$ cat config.mk
export PLATFORM = sky130hd
export DESIGN_NAME = execute_stage_flat
export DESIGN_NICKNAME = d
export VERILOG_FILES = /design/src/rtl/riscv_pkg.sv /design/src/rtl/execute_stage_if.sv /design/src/rtl/alu.sv /design/src/rtl/execute_stage.sv /design/src/flat_wrapper.sv
export SDC_FILE = /design/constraint.sdc
export NUM_CORES = 1
export LEC_CHECK = 0
export ABC_AREA = 1
export BUFFER_PORTS_ARGS = -buffer_cell sky130_fd_sc_hd__buf_2
export CAP_MARGIN = 0
export CORE_AREA = 2 2 160 201
export DETAILED_ROUTE_END_ITERATION = 10
export DIE_AREA = 0 0 162 203
export GPL_TIMING_DRIVEN = 0
export PLACE_DENSITY_LB_ADDON = 0.3
export RECOVER_POWER = 25
export SLEW_MARGIN = 20
export SYNTH_ARGS = -nofsm -noshare
export SYNTH_HDL_FRONTEND = slang
export SYNTH_SLANG_ARGS = --single-unit
$ cat constraint.sdc
create_clock -name clk -period 7.9 [get_ports clk]
set_clock_uncertainty 0.15 [all_clocks]
set_input_delay 0.79 -clock clk [delete_from_list [all_inputs] [get_ports clk]]
set_output_delay 0.79 -clock clk [all_outputs]
set_load 0.1 [all_outputs]
$ cat src/rtl/riscv_pkg.sv
// Shared RV32I definitions: ALU op codes, forward selects, result-source encodings
// and the default datapath widths.
package riscv_pkg;

    localparam int DEF_XLEN   = 32;
    localparam int DEF_REG_AW = 5;

    localparam logic [2:0] ALU_ADD = 3'b000;
    localparam logic [2:0] ALU_SUB = 3'b001;
    localparam logic [2:0] ALU_AND = 3'b010;
    localparam logic [2:0] ALU_OR  = 3'b011;
    localparam logic [2:0] ALU_SLT = 3'b101;

    localparam logic [1:0] FWD_RF  = 2'b00;
    localparam logic [1:0] FWD_WB  = 2'b01;
    localparam logic [1:0] FWD_MEM = 2'b10;

    typedef enum logic [1:0] {
        RES_ALU = 2'b00,
        RES_MEM = 2'b01,
        RES_PC4 = 2'b10
    } result_src_e;

endpackage

$ cat src/rtl/execute_stage_if.sv
// E-stage bundle in, branch redirect and M-stage bundle out.
// The master side is whoever drives the ID/EX register and hazard controls.
interface execute_stage_if
    import riscv_pkg::*;
#(
    parameter int XLEN   = DEF_XLEN,
    parameter int REG_AW = DEF_REG_AW
) ();

    logic              RegWriteE;
    logic              MemWriteE;
    logic              JumpE;
    logic              BranchE;
    logic              ALUSrcE;
    logic [1:0]        ResultSrcE;
    logic [2:0]        ALUControlE;
    logic [REG_AW-1:0] RdE;
    logic [XLEN-1:0]   RD1_E;
    logic [XLEN-1:0]   RD2_E;
    logic [XLEN-1:0]   ImmExtE;
    logic [XLEN-1:0]   PCE;
    logic [XLEN-1:0]   PCPlus4E;
    logic [1:0]        ForwardAE;
    logic [1:0]        ForwardBE;
    logic [XLEN-1:0]   ResultW;
    logic              StallM;
    logic              FlushM;

    logic              PCSrcE;
    logic [XLEN-1:0]   PCTargetE;
    logic              RegWriteM;
    logic              MemWriteM;
    logic [1:0]        ResultSrcM;
    logic [REG_AW-1:0] RdM;
    logic [XLEN-1:0]   ALUResultM;
    logic [XLEN-1:0]   WriteDataM;
    logic [XLEN-1:0]   PCPlus4M;

    modport master (
        output RegWriteE, MemWriteE, JumpE, BranchE, ALUSrcE, ResultSrcE, ALUControlE,
               RdE, RD1_E, RD2_E, ImmExtE, PCE, PCPlus4E, ForwardAE, ForwardBE,
               ResultW, StallM, FlushM,
        input  PCSrcE, PCTargetE, RegWriteM, MemWriteM, ResultSrcM, RdM,
               ALUResultM, WriteDataM, PCPlus4M
    );

    modport slave (
        input  RegWriteE, MemWriteE, JumpE, BranchE, ALUSrcE, ResultSrcE, ALUControlE,
               RdE, RD1_E, RD2_E, ImmExtE, PCE, PCPlus4E, ForwardAE, ForwardBE,
               ResultW, StallM, FlushM,
        output PCSrcE, PCTargetE, RegWriteM, MemWriteM, ResultSrcM, RdM,
               ALUResultM, WriteDataM, PCPlus4M
    );

endinterface

$ cat src/rtl/alu.sv
// Combinational RV32I ALU: add/sub/and/or/signed slt, wrapping arithmetic.
// Unassigned op codes produce zero.
module alu
    import riscv_pkg::*;
#(
    parameter int XLEN = DEF_XLEN
) (
    input  logic [XLEN-1:0] SrcA,
    input  logic [XLEN-1:0] SrcB,
    input  logic [2:0]      ALUControl,
    output logic [XLEN-1:0] ALUResult,
    output logic            Zero
);

    logic signed [XLEN-1:0] w_a_s;
    logic signed [XLEN-1:0] w_b_s;
    logic                   w_lt;

    assign w_a_s = SrcA;
    assign w_b_s = SrcB;
    assign w_lt  = (w_a_s < w_b_s);

    always_comb begin
        ALUResult = '0;
        case (ALUControl)
            ALU_ADD: ALUResult = SrcA + SrcB;
            ALU_SUB: ALUResult = SrcA - SrcB;
            ALU_AND: ALUResult = SrcA & SrcB;
            ALU_OR:  ALUResult = SrcA | SrcB;
            ALU_SLT: ALUResult = {{(XLEN-1){1'b0}}, w_lt};
            default: ALUResult = '0;
        endcase
    end

    assign Zero = (ALUResult == '0);

endmodule

$ cat src/rtl/execute_stage.sv
// RV32I execute stage: forwarding muxes, ALU, beq/jump redirect and the EX/MEM
// pipeline register with flush-over-stall priority.
module execute_stage
    import riscv_pkg::*;
#(
    parameter int XLEN   = DEF_XLEN,
    parameter int REG_AW = DEF_REG_AW
) (
    input  logic            clk,
    input  logic            rst,
    execute_stage_if.slave  bus
);

    logic [XLEN-1:0]   w_src_a;
    logic [XLEN-1:0]   w_src_b;
    logic [XLEN-1:0]   w_write_data;
    logic [XLEN-1:0]   w_alu_result;
    logic              w_zero;

    logic              r_reg_write;
    logic              r_mem_write;
    logic [1:0]        r_result_src;
    logic [REG_AW-1:0] r_rd;
    logic [XLEN-1:0]   r_alu_result;
    logic [XLEN-1:0]   r_write_data;
    logic [XLEN-1:0]   r_pc_plus4;

    // Select 11 falls back to the register-file value.
    function automatic logic [XLEN-1:0] fwd(input logic [1:0]      sel,
                                            input logic [XLEN-1:0] rf,
                                            input logic [XLEN-1:0] wb,
                                            input logic [XLEN-1:0] mem);
        case (sel)
            FWD_WB:  return wb;
            FWD_MEM: return mem;
            default: return rf;
        endcase
    endfunction

    // The M-stage forward taps the registered result so dependent ops need no stall.
    assign w_src_a      = fwd(bus.ForwardAE, bus.RD1_E, bus.ResultW, r_alu_result);
    assign w_write_data = fwd(bus.ForwardBE, bus.RD2_E, bus.ResultW, r_alu_result);
    assign w_src_b      = bus.ALUSrcE ? bus.ImmExtE : w_write_data;

    alu #(.XLEN(XLEN)) u_alu (
        .SrcA       (w_src_a),
        .SrcB       (w_src_b),
        .ALUControl (bus.ALUControlE),
        .ALUResult  (w_alu_result),
        .Zero       (w_zero)
    );

    assign bus.PCTargetE = bus.PCE + bus.ImmExtE;
    assign bus.PCSrcE    = (bus.BranchE & w_zero) | bus.JumpE;

    always_ff @(posedge clk or negedge rst) begin
        if (!rst) begin
            r_reg_write  <= 1'b0;
            r_mem_write  <= 1'b0;
            r_result_src <= '0;
            r_rd         <= '0;
            r_alu_result <= '0;
            r_write_data <= '0;
            r_pc_plus4   <= '0;
        end else if (bus.FlushM) begin
            r_reg_write  <= 1'b0;
            r_mem_write  <= 1'b0;
            r_result_src <= '0;
            r_rd         <= '0;
            r_alu_result <= '0;
            r_write_data <= '0;
            r_pc_plus4   <= '0;
        end else if (!bus.StallM) begin
            r_reg_write  <= bus.RegWriteE;
            r_mem_write  <= bus.MemWriteE;
            r_result_src <= bus.ResultSrcE;
            r_rd         <= bus.RdE;
            r_alu_result <= w_alu_result;
            r_write_data <= w_write_data;
            r_pc_plus4   <= bus.PCPlus4E;
        end
    end

    assign bus.RegWriteM  = r_reg_write;
    assign bus.MemWriteM  = r_mem_write;
    assign bus.ResultSrcM = r_result_src;
    assign bus.RdM        = r_rd;
    assign bus.ALUResultM = r_alu_result;
    assign bus.WriteDataM = r_write_data;
    assign bus.PCPlus4M   = r_pc_plus4;

endmodule

$ cat src/flat_wrapper.sv
// flat-port wrapper written by rule: the top's interface ports become plain ports
module execute_stage_flat import riscv_pkg::*;
#(
    parameter int XLEN   = DEF_XLEN,
    parameter int REG_AW = DEF_REG_AW
)
  (clk, rst, bus_RegWriteE, bus_MemWriteE, bus_JumpE, bus_BranchE, bus_ALUSrcE, bus_ResultSrcE, bus_ALUControlE, bus_RdE, bus_RD1_E, bus_RD2_E, bus_ImmExtE, bus_PCE, bus_PCPlus4E, bus_ForwardAE, bus_ForwardBE, bus_ResultW, bus_StallM, bus_FlushM, bus_PCSrcE, bus_PCTargetE, bus_RegWriteM, bus_MemWriteM, bus_ResultSrcM, bus_RdM, bus_ALUResultM, bus_WriteDataM, bus_PCPlus4M);
  execute_stage_if #(.XLEN(XLEN), .REG_AW(REG_AW)) bus_i ();
  input  logic clk;
  input  logic rst;
  input wire logic [$bits(bus_i.RegWriteE)-1:0] bus_RegWriteE;
  input wire logic [$bits(bus_i.MemWriteE)-1:0] bus_MemWriteE;
  input wire logic [$bits(bus_i.JumpE)-1:0] bus_JumpE;
  input wire logic [$bits(bus_i.BranchE)-1:0] bus_BranchE;
  input wire logic [$bits(bus_i.ALUSrcE)-1:0] bus_ALUSrcE;
  input wire logic [$bits(bus_i.ResultSrcE)-1:0] bus_ResultSrcE;
  input wire logic [$bits(bus_i.ALUControlE)-1:0] bus_ALUControlE;
  input wire logic [$bits(bus_i.RdE)-1:0] bus_RdE;
  input wire logic [$bits(bus_i.RD1_E)-1:0] bus_RD1_E;
  input wire logic [$bits(bus_i.RD2_E)-1:0] bus_RD2_E;
  input wire logic [$bits(bus_i.ImmExtE)-1:0] bus_ImmExtE;
  input wire logic [$bits(bus_i.PCE)-1:0] bus_PCE;
  input wire logic [$bits(bus_i.PCPlus4E)-1:0] bus_PCPlus4E;
  input wire logic [$bits(bus_i.ForwardAE)-1:0] bus_ForwardAE;
  input wire logic [$bits(bus_i.ForwardBE)-1:0] bus_ForwardBE;
  input wire logic [$bits(bus_i.ResultW)-1:0] bus_ResultW;
  input wire logic [$bits(bus_i.StallM)-1:0] bus_StallM;
  input wire logic [$bits(bus_i.FlushM)-1:0] bus_FlushM;
  output wire logic [$bits(bus_i.PCSrcE)-1:0] bus_PCSrcE;
  output wire logic [$bits(bus_i.PCTargetE)-1:0] bus_PCTargetE;
  output wire logic [$bits(bus_i.RegWriteM)-1:0] bus_RegWriteM;
  output wire logic [$bits(bus_i.MemWriteM)-1:0] bus_MemWriteM;
  output wire logic [$bits(bus_i.ResultSrcM)-1:0] bus_ResultSrcM;
  output wire logic [$bits(bus_i.RdM)-1:0] bus_RdM;
  output wire logic [$bits(bus_i.ALUResultM)-1:0] bus_ALUResultM;
  output wire logic [$bits(bus_i.WriteDataM)-1:0] bus_WriteDataM;
  output wire logic [$bits(bus_i.PCPlus4M)-1:0] bus_PCPlus4M;
  assign bus_i.RegWriteE = bus_RegWriteE;
  assign bus_i.MemWriteE = bus_MemWriteE;
  assign bus_i.JumpE = bus_JumpE;
  assign bus_i.BranchE = bus_BranchE;
  assign bus_i.ALUSrcE = bus_ALUSrcE;
  assign bus_i.ResultSrcE = bus_ResultSrcE;
  assign bus_i.ALUControlE = bus_ALUControlE;
  assign bus_i.RdE = bus_RdE;
  assign bus_i.RD1_E = bus_RD1_E;
  assign bus_i.RD2_E = bus_RD2_E;
  assign bus_i.ImmExtE = bus_ImmExtE;
  assign bus_i.PCE = bus_PCE;
  assign bus_i.PCPlus4E = bus_PCPlus4E;
  assign bus_i.ForwardAE = bus_ForwardAE;
  assign bus_i.ForwardBE = bus_ForwardBE;
  assign bus_i.ResultW = bus_ResultW;
  assign bus_i.StallM = bus_StallM;
  assign bus_i.FlushM = bus_FlushM;
  assign bus_PCSrcE = bus_i.PCSrcE;
  assign bus_PCTargetE = bus_i.PCTargetE;
  assign bus_RegWriteM = bus_i.RegWriteM;
  assign bus_MemWriteM = bus_i.MemWriteM;
  assign bus_ResultSrcM = bus_i.ResultSrcM;
  assign bus_RdM = bus_i.RdM;
  assign bus_ALUResultM = bus_i.ALUResultM;
  assign bus_WriteDataM = bus_i.WriteDataM;
  assign bus_PCPlus4M = bus_i.PCPlus4M;
  execute_stage #(.XLEN(XLEN), .REG_AW(REG_AW)) u_core (.clk(clk), .rst(rst), .bus(bus_i));
endmodule
== Word level (Yosys, flattened, before mapping) ==
Index checks and enable logic that the tools add are counted.

* Equality and inequality tests: 9
* Add/sub/neg operators: 3
* Reductions and logical operators: 2
* Bitwise gates (word level): 4
* Multiplexer cells: 18
* Order comparisons: 1

{| class="wikitable"
|+ Operators with widths
! cell !! number
|-
| 2-to-1 mux 32 bit || 7
|-
| case mux 32 bit (5 select lines) || 1
|-
| case mux 32 bit (2 select lines) || 2
|-
| adder 32 bit || 2
|-
| AND 32 bit || 1
|-
| logical NOT 32 bit || 1
|-
| < comparator 32 bit || 1
|-
| bitwise OR 32 bit || 1
|-
| subtractor 32 bit || 1
|-
| 2-to-1 mux 5 bit || 2
|-
| == test 3 x 2 -> 1 bit, second input constant || 2
|-
| == test 2 x 1 -> 1 bit, second input constant || 2
|-
| == test 2 bit, second input constant || 2
|-
| 2-to-1 mux 1 bit || 4
|-
| 2-to-1 mux 2 bit || 2
|-
| == test 3 x 1 -> 1 bit, second input constant || 1
|-
| == test 3 bit, second input constant || 1
|-
| logical NOT 3 bit || 1
|-
| != test 2 x 1 -> 1 bit, second input constant || 1
|-
| AND 1 bit || 1
|-
| bitwise OR 1 bit || 1
|}

* Word-level logic and storage cells: 44
* Output and inout port bits: 138
* Register bits after elaboration: 105
* Input bits: 215

== Longest topological paths before layout ==
Gate-level depths: netlist of the first run.

* Word-level depth: 8
* Gate-level depth with buffers: 27
* Mapped depth without buffers: 26

== Hierarchy ==
A second synthesis of the first run with hierarchy kept.

* Cells, all modules: 2623
* Area total of the unflattened synthesis: 14805.4 um2

{| class="wikitable"
|+ By module, submodules not included
! module !! seq. area each (um2) !! area each (um2) !! cells an instance !! times used
|-
| execute_stage || 2627.5 || 8155.3 || 1287 || 1
|-
| alu || 0.0 || 6650.1 || 1336 || 1
|}

== Worst setup path after synthesis of the first run ==
No wires, ideal clock.

* Path kind: input to output
* From: input port bus_ForwardBE[0]
* To: output port bus_PCSrcE
* Slack: 2.661 ns
* Data arrival time: 4.299 ns
* Cell stages on the path: 26
* Data required time: 6.960 ns
* Cells stage by stage: inv_1 > ha_1 > clkbuf_1 > a221o_1 > o21ai_0 > o21ai_0 > ha_1 > inv_1 > fa_1 > inv_1 > nand3_1 > nand2_1 > nand2_1 > nand2_2 > nand2_1 > nand2_1 > nand2_1 > nand2_1 > nand2_1 > nand3_1 > nand3_1 > nor2_1 > nand2_1 > nor2_1 > nand3_1 > nand2_1

* Longest elaborated chain between the ends: 8
* Elaborated cells between the ends (all ways): 13
* Those cells by class: add/sub: 2; order compare: 1; eq/ne: 2; mux: 3; bitwise: 4; reduce/logical: 1

{| class="wikitable"
|+ RTL lines
! what !! line !! RTL
|-
| from (decl) || flat_wrapper.sv:25 || <nowiki>input wire logic [$bits(bus_i.ForwardBE)-1:0] bus_ForwardBE;</nowiki>
|-
| == test 2 bit / == test 2 x 1 -> 1 bit (equally long branches) || execute_stage.sv:33 || <nowiki>case (sel)</nowiki>
|-
| case mux 32 bit (2 select lines) (*) || execute_stage.sv:33 ||
|-
| 2-to-1 mux 32 bit (*) || execute_stage.sv:43 || <nowiki>assign w_src_b = bus.ALUSrcE ? bus.ImmExtE : w_write_data;</nowiki>
|-
| subtractor 32 bit, or another cell as far along || alu.sv:27 || <nowiki>ALU_SUB: ALUResult = SrcA - SrcB;</nowiki>
|-
| case mux 32 bit (5 select lines) (*) || alu.sv:25 || <nowiki>case (ALUControl)</nowiki>
|-
| logical NOT 32 bit (*) || alu.sv:35 || <nowiki>assign Zero = (ALUResult == '0);</nowiki>
|-
| AND 1 bit (*) || execute_stage.sv:54 || <nowiki>assign bus.PCSrcE = (bus.BranchE & w_zero) | bus.JumpE;</nowiki>
|-
| bitwise OR 1 bit (*) || execute_stage.sv:54 ||
|-
| to (decl) || flat_wrapper.sv:29 || <nowiki>output wire logic [$bits(bus_i.PCSrcE)-1:0] bus_PCSrcE;</nowiki>
|}

Mark *: on every way between the ends. The rest lies on a longest branch, timed or not.

== Final worst setup path of the first run ==
Same ends and word-level chain as after synthesis.

==> qor.yml, run 1 <==
avgSynthCellArea_sq_um: 6.009
initial_core_util_pct: 44.55
ys_types: 44
drcViolationCount: 0
cp-end-kind: "output pin"
internal_power_mw: 1.359
io_buffers: 351
critical_path_class: "in2out"
drt-vias-per-instance: 5.493
ctsRootBufferMaster: "clkbuf_16"
synth.area.top_cells: "dfrtp_1 (19%), nand2_1 (17%), ha_1 (13%)"
place_ws_ps: 1212
final_cells: 3067
routed-via-count: 16850
ys_warn_count: 0
die_h_um: 203
wl_um: 62650
violations: "max-capacitance violations, max-slew violations"
drt_iter0_drc: 1394
place.gp.congestion: 0.9960
relSlewSlack_pct: -119.6
boundaryPins: 353
cts_tree: "yes"
drv_slew: 108
whs_endpoint: "u_core.bus.PCPlus4M[13]"
synth_top_cell_area_share_pct: 19.14
clk_pin_slew_ps: 70
cp.arrival_ps: 5850
hold_depth: 2
rsz0062_at_grt: "no"
numCtsBuffers: 9
clockBufferDepth: 2
postCtsSetupBuffers: 0
power.share.combinational_pct: 65.5
worst_path_most_repeated_cell: "nand2_1"
drive_gt1_share_pct: 17.16
ys.flop_type: "dfrtp_1"
hold_viol_final: 0
worstPathRequired_ps: 6960
power_mw: 3.203
post_cts_resized: 0
start_kind: "input pin"
layout.nets: 3010
setup_tns_ps: 0
coreArea_sq_mm: 0.03081
switching_share_pct: 57.58
min_from: "u_core.bus.PCPlus4M[13]"
finalCritPeriodShare_pct: 85.92
path_buf_inv: 6
period_needed_ps: 6788
dp_cells: 3043
slowest_delay_ps: 770
cts.htree.levels: 3
syn_area_sq_mm: 0.01373
numClockSinks: 105
grt.total_usage_pct: 37.17
synth_edf_count: 0
ys_ff_latch: 105
placed_cell_area_sq_mm: 0.01603
power_density_mw_per_mm2: 196.1
rr_startpoint: "u_core.bus.ALUResultM[0]"
grt_pass1_wl_um: 93140
clockPowerShare_pct: 15.6
gr-total-overflow: 0
cp_max_fo: 10
peakVddDrop_uv: 149.1
fin_util_pct: 53.02
rows: 72
wl_per_cell_um: 20.43
grt_max_degree: 59
min_path_type: "reg2reg"
dp_hpwl_um: 53850
setup_violations: 0
postCtsHoldBufs: 0
syn_nets: 2647
clock_latency_ps: 370
ant_nets: 0
critical-path-slowest-cell: "o21ai_0"
synth_largest_area_cell: "dfrtp_1"
p_seq_share_pct: 18.9
r2r_cells: 20
drv_cap: 2
antenna_found_initial: 9
fin_area_sq_mm: 0.01634
status: "finished, violations left"
area_growth_pct: 19.02
fp.dieW_um: 162
critPathTopFamily: "simple AND/OR/NAND/NOR gates"
holdWs_ps: 361.1
async_flop_share_pct: 100.0
r2r-end: "u_core.bus.ALUResultM[24]"
p_sw_mw: 1.844
p_leak_nw: 9.329
fmax_mhz: 147.3
synth_cells: 2284
worst_pin_slew_ps: 3294
die-area_sq_mm: 0.03289
yosysSeqAreaShare_pct: 19.14
reg2reg_slack_ps: 3810
finalWorstSetupSlack_ps: 1112
drt-pass1-iter-count: 5
grt_pass1_vias: 16480
-- synth_stat cells (2+ instances only) --
master	number
nor3_1	14
o22ai_1	15
nor4_1	3
a21o_1	2
fa_1	3
inv_1	344
nor3_2	2
nand2_1	628
and2_1	3
inv_2	10
buf_6	5
buf_2	11
o211ai_1	2
nand3_1	220
clkinv_1	3
xnor2_1	8
buf_4	17
nand2_2	13
o21ai_0	197
ha_1	145
xor2_1	24
nand3_2	7
nor2_1	177
buf_1	7
dfrtp_1	105
nor2_2	21
nand4_1	17
o21ai_1	15
a31oi_1	3
nand3b_1	2
o21a_1	4
clkbuf_1	56
o21bai_1	11
and3_1	3
a221o_1	32
a21oi_1	147
-- routing by layer --
metal | vias up | wire, um | part of all wire (%) | track usage (%)
met4 | 2 | 4051 | 6.5 | 21.40
met1 | 7854 | 23900 | 38 | 43.41
met5 | - | 11 | 0.018 | 0
met2 | 737 | 30540 | 49 | 65.74
met3 | 175 | 4153 | 6.6 | 3.922
li1 | 8079 | - | - | -
-- power by group through the flow --
stage	Clock (mW)	Sequential, mW	Combinational (mW)
floorplan	0	0.874	1.25
global placement	0	0.613	2.04
detailed placement	0	0.614	2.06
CTS	0.502	0.604	2.07
global route	0.523	0.608	2.27
finish	0.500	0.606	2.10
-- worst max-delay path by stage --
stage                     startpoint          to  slack, ps  depth (start not counted)
CTS                 bus_ForwardBE[0]  bus_PCSrcE       1200                         26
detailed placement  bus_ForwardBE[0]  bus_PCSrcE       1210                         26
global placement    bus_ForwardBE[0]  bus_PCSrcE       1230                         26
global route        bus_ForwardBE[0]  bus_PCSrcE        870                         28
finish              bus_ForwardBE[0]  bus_PCSrcE       1110                         26
floorplan           bus_ForwardBE[0]  bus_PCSrcE       2660                         26
-- placed cells by master (no fill, tap or decap), types with 9 or more instances in the layout --
cell and count:
nand2_1 628, buf_2 361, inv_1 344, nand3_1 220, o21ai_0 197, nor2_1 177, a21oi_1 147, ha_1 145
dfrtp_1 105, clkbuf_1 59, a221o_1 32, xor2_1 24, nor2_2 21, nand4_1 17, buf_4 17, o21ai_1 15
o22ai_1 15, nor3_1 14, nand2_2 13, o21bai_1 11, inv_2 10, clkbuf_16 9
-- logic make-up after synthesis --
logic type,share of synthesized area [%]
and+or+nand+nor,34.33
buffers and inverters,13.23
xor gates and xnor gates,2.042
AOI/OAI and AO/OA,17.60
DFF,19.14
adders and majority gates,13.66
-- cell type report --
type | instances | area, sq um
Buffer | 96 | 475.5
Timing Repair Buffer | 352 | 1759
Tap cell | 407 | 509.2
Clock inverter | 6 | 92.59
Inverter | 357 | 1340
Sequential cell | 105 | 2628
Clock buffer | 10 | 229.0
Multi-Input combinational cell | 1726 | 9283
Antenna cell | 8 | 20.02
Fill cell | 3291 | 14470
-- registers in the layout, summed over array words and instances, names as in the netlist --
register               cells
u_core.bus.ALUResultM     32
u_core.bus.WriteDataM     32
u_core.bus.ResultSrcM      2
u_core.bus.RegWriteM       1
u_core.bus.PCPlus4M       32
u_core.bus.MemWriteM       1
u_core.bus.RdM             5
-- tightest hold or removal path, delay by kind of cell, from the launching register on --
family	cells	cell delay [ps]
flops	1	340
simple gates	2	130
(Power assumes the default switching activity.)
==> inputs of run 2 (changes only) <==
Settings changed: GPL_TIMING_DRIVEN 0 to unset.
==> run 2 against run 1 <==
  * The run still ends with max-capacitance violations, max-slew violations left
  * Non-clock buffer count decreased by 74
  * Sequential cell count unchanged
  * Global-route usage decreased by 1.3 points
  * Register-to-register slack got worse by 180 ps
  * Die area unchanged
  * Final area decreased by 2.1%
  * Routed wire length decreased by 2.5%
  * First-iteration DRC count increased by 2.6%
  * Setup slack got worse by 240 ps
  * Largest cell class unchanged
  * Largest power group unchanged
  * Highest routed layer is now met4
==> qor.yml, run 2 (synthesis gave the netlist of run 1 again) <==
status: "finished, violations left"
violations: "max-capacitance violations, max-slew violations"
clk_pin_slew_ps: 70
boundaryPins: 353
numClockSinks: 105
cp.arrival_ps: 6090
place.gp.congestion: 1.047
postCtsSetupBuffers: 0
cts.htree.levels: 3
cp-end-kind: "output pin"
dp_hpwl_um: 50770
critical_path_class: "in2out"
p_leak_nw: 9.184
layout_commonest_cell: "nand2_1"
worstPathRequired_ps: 6960
whs_endpoint: "u_core.bus.PCPlus4M[18]"
grt_max_degree: 76
drive_gt1_share_pct: 17.22
die_h_um: 203
wl_um: 61050
drv_slew: 108
drt-pass1-iter-count: 5
io_buffers: 352
rsz0062_at_grt: "no"
min_path_type: "reg2reg"
gr-total-overflow: 0
min_from: "u_core.bus.PCPlus4M[18]"
drcViolationCount: 0
clockBufferDepth: 2
final_cell_mix: "nand2_1 (628), buf_2 (351), inv_1 (343)"
grt_pass1_vias: 15880
r2r-end: "u_core.bus.ALUResultM[20]"
power_mw: 3.129
cts_tree: "yes"
setup_violations: 0
hold_depth: 2
rr_startpoint: "u_core.bus.ALUResultM[0]"
regArea_sq_mm: 0.002628
drt_iter0_drc: 1430
fmax_mhz: 142.2
layout.nets: 2936
multiInputGateArea_sq_mm: 0.009290
post_cts_resized: 0
power_density_mw_per_mm2: 195.6
grt.total_usage_pct: 35.88
cp_max_fo: 18
reg2reg_slack_ps: 3630
drv_cap: 2
numCtsBuffers: 9
ctsRootBufferMaster: "clkbuf_16"
relSlewSlack_pct: -111.7
n_fill_cell: 3322
fp.dieW_um: 162
coreArea_sq_mm: 0.03081
r2r_cells: 18
drt-vias-per-instance: 5.573
rows: 72
worst_pin_slew_ps: 3176
grt_pass1_wl_um: 90820
finalCritPeriodShare_pct: 88.99
ant_nets: 0
peakVddDrop_uv: 158.3
initial_core_util_pct: 44.55
routed-via-count: 16660
antenna_found_initial: 5
area_growth_pct: 16.51
wl_per_cell_um: 20.42
start_kind: "input pin"
setup_tns_ps: 0
period_needed_ps: 7030
hold_viol_final: 0
die-area_sq_mm: 0.03289
clock_latency_ps: 370
postCtsHoldBufs: 0
fin_util_pct: 51.90
[run 2: layer usage]
metal	track usage (%)	vias to the layer above	part of all wire [%]
met5	0	-	0
met4	15.20	0	4.2
met3	4.699	130	7.4
met2	62.60	771	48
met1	44.24	7843	40
li1	-	7918	-
[run 2: per-stage QoR]
step	cell area, sq um	cells	setup slack, ps	hold WS [ps]
after floorplan	13730	2284	2661	344.4
after global placement	15700	2969	1137	336.9
after detailed placement	15700	2969	1088	342.0
after CTS	15990	2985	1080	327.4
after global routing	15990	2990	713.6	370.4
final	15990	2990	870.0	358.0
[run 2: final cells by class]
class	count	share of cell area [%]
Multi-Input combinational cell	1726	58.09
Sequential cell	105	16.43
Inverter	357	8.380
Antenna cell	5	0.07824
Tap cell	407	3.184
Clock inverter	4	0.3364
Clock buffer	12	1.479
Timing Repair Buffer	374	12.02
[run 2: critical path, stage by stage]
cell and delay (ps):
buf_2 110, inv_1 50, ha_1 670, a221o_1 300, o21ai_0 100, o21ai_0 560
ha_1 470, inv_1 120, fa_1 450, inv_1 170, nand3_1 120, nand2_1 120
nand2_1 70, nand2_2 120, nand2_1 100, nand2_1 160, nand3_1 140, nand2_1 90
a21oi_1 60, a21oi_1 390, nand2_1 110, nor2_1 130, nand3_1 160, nand2_1 90
buf_2 420
[run 2: worst max-delay path by stage]
| stage | from | end | slack (ps) | depth (start not counted) |
|---|---|---|---|---|
| 2_1_floorplan | bus_ForwardBE[0] | bus_PCSrcE | 2660 | 26 |
| 3_3_place_gp | bus_ForwardBE[1] | bus_PCSrcE | 1140 | 27 |
| 3_5_place_dp | bus_ForwardBE[0] | bus_PCSrcE | 1090 | 25 |
| 4_1_cts | bus_ForwardBE[0] | bus_PCSrcE | 1080 | 25 |
| 5_1_grt | bus_ForwardBE[1] | bus_PCSrcE | 710 | 25 |
| 6_report | bus_ForwardBE[0] | bus_PCSrcE | 870 | 25 |
[run 2: power breakdown]
part	leakage, nW	total, mW	internal [mW]	switching [mW]
combinational	7.64	2.06	0.483	1.58
clock	0.133	0.461	0.247	0.213
sequential	1.41	0.605	0.574	0.0309
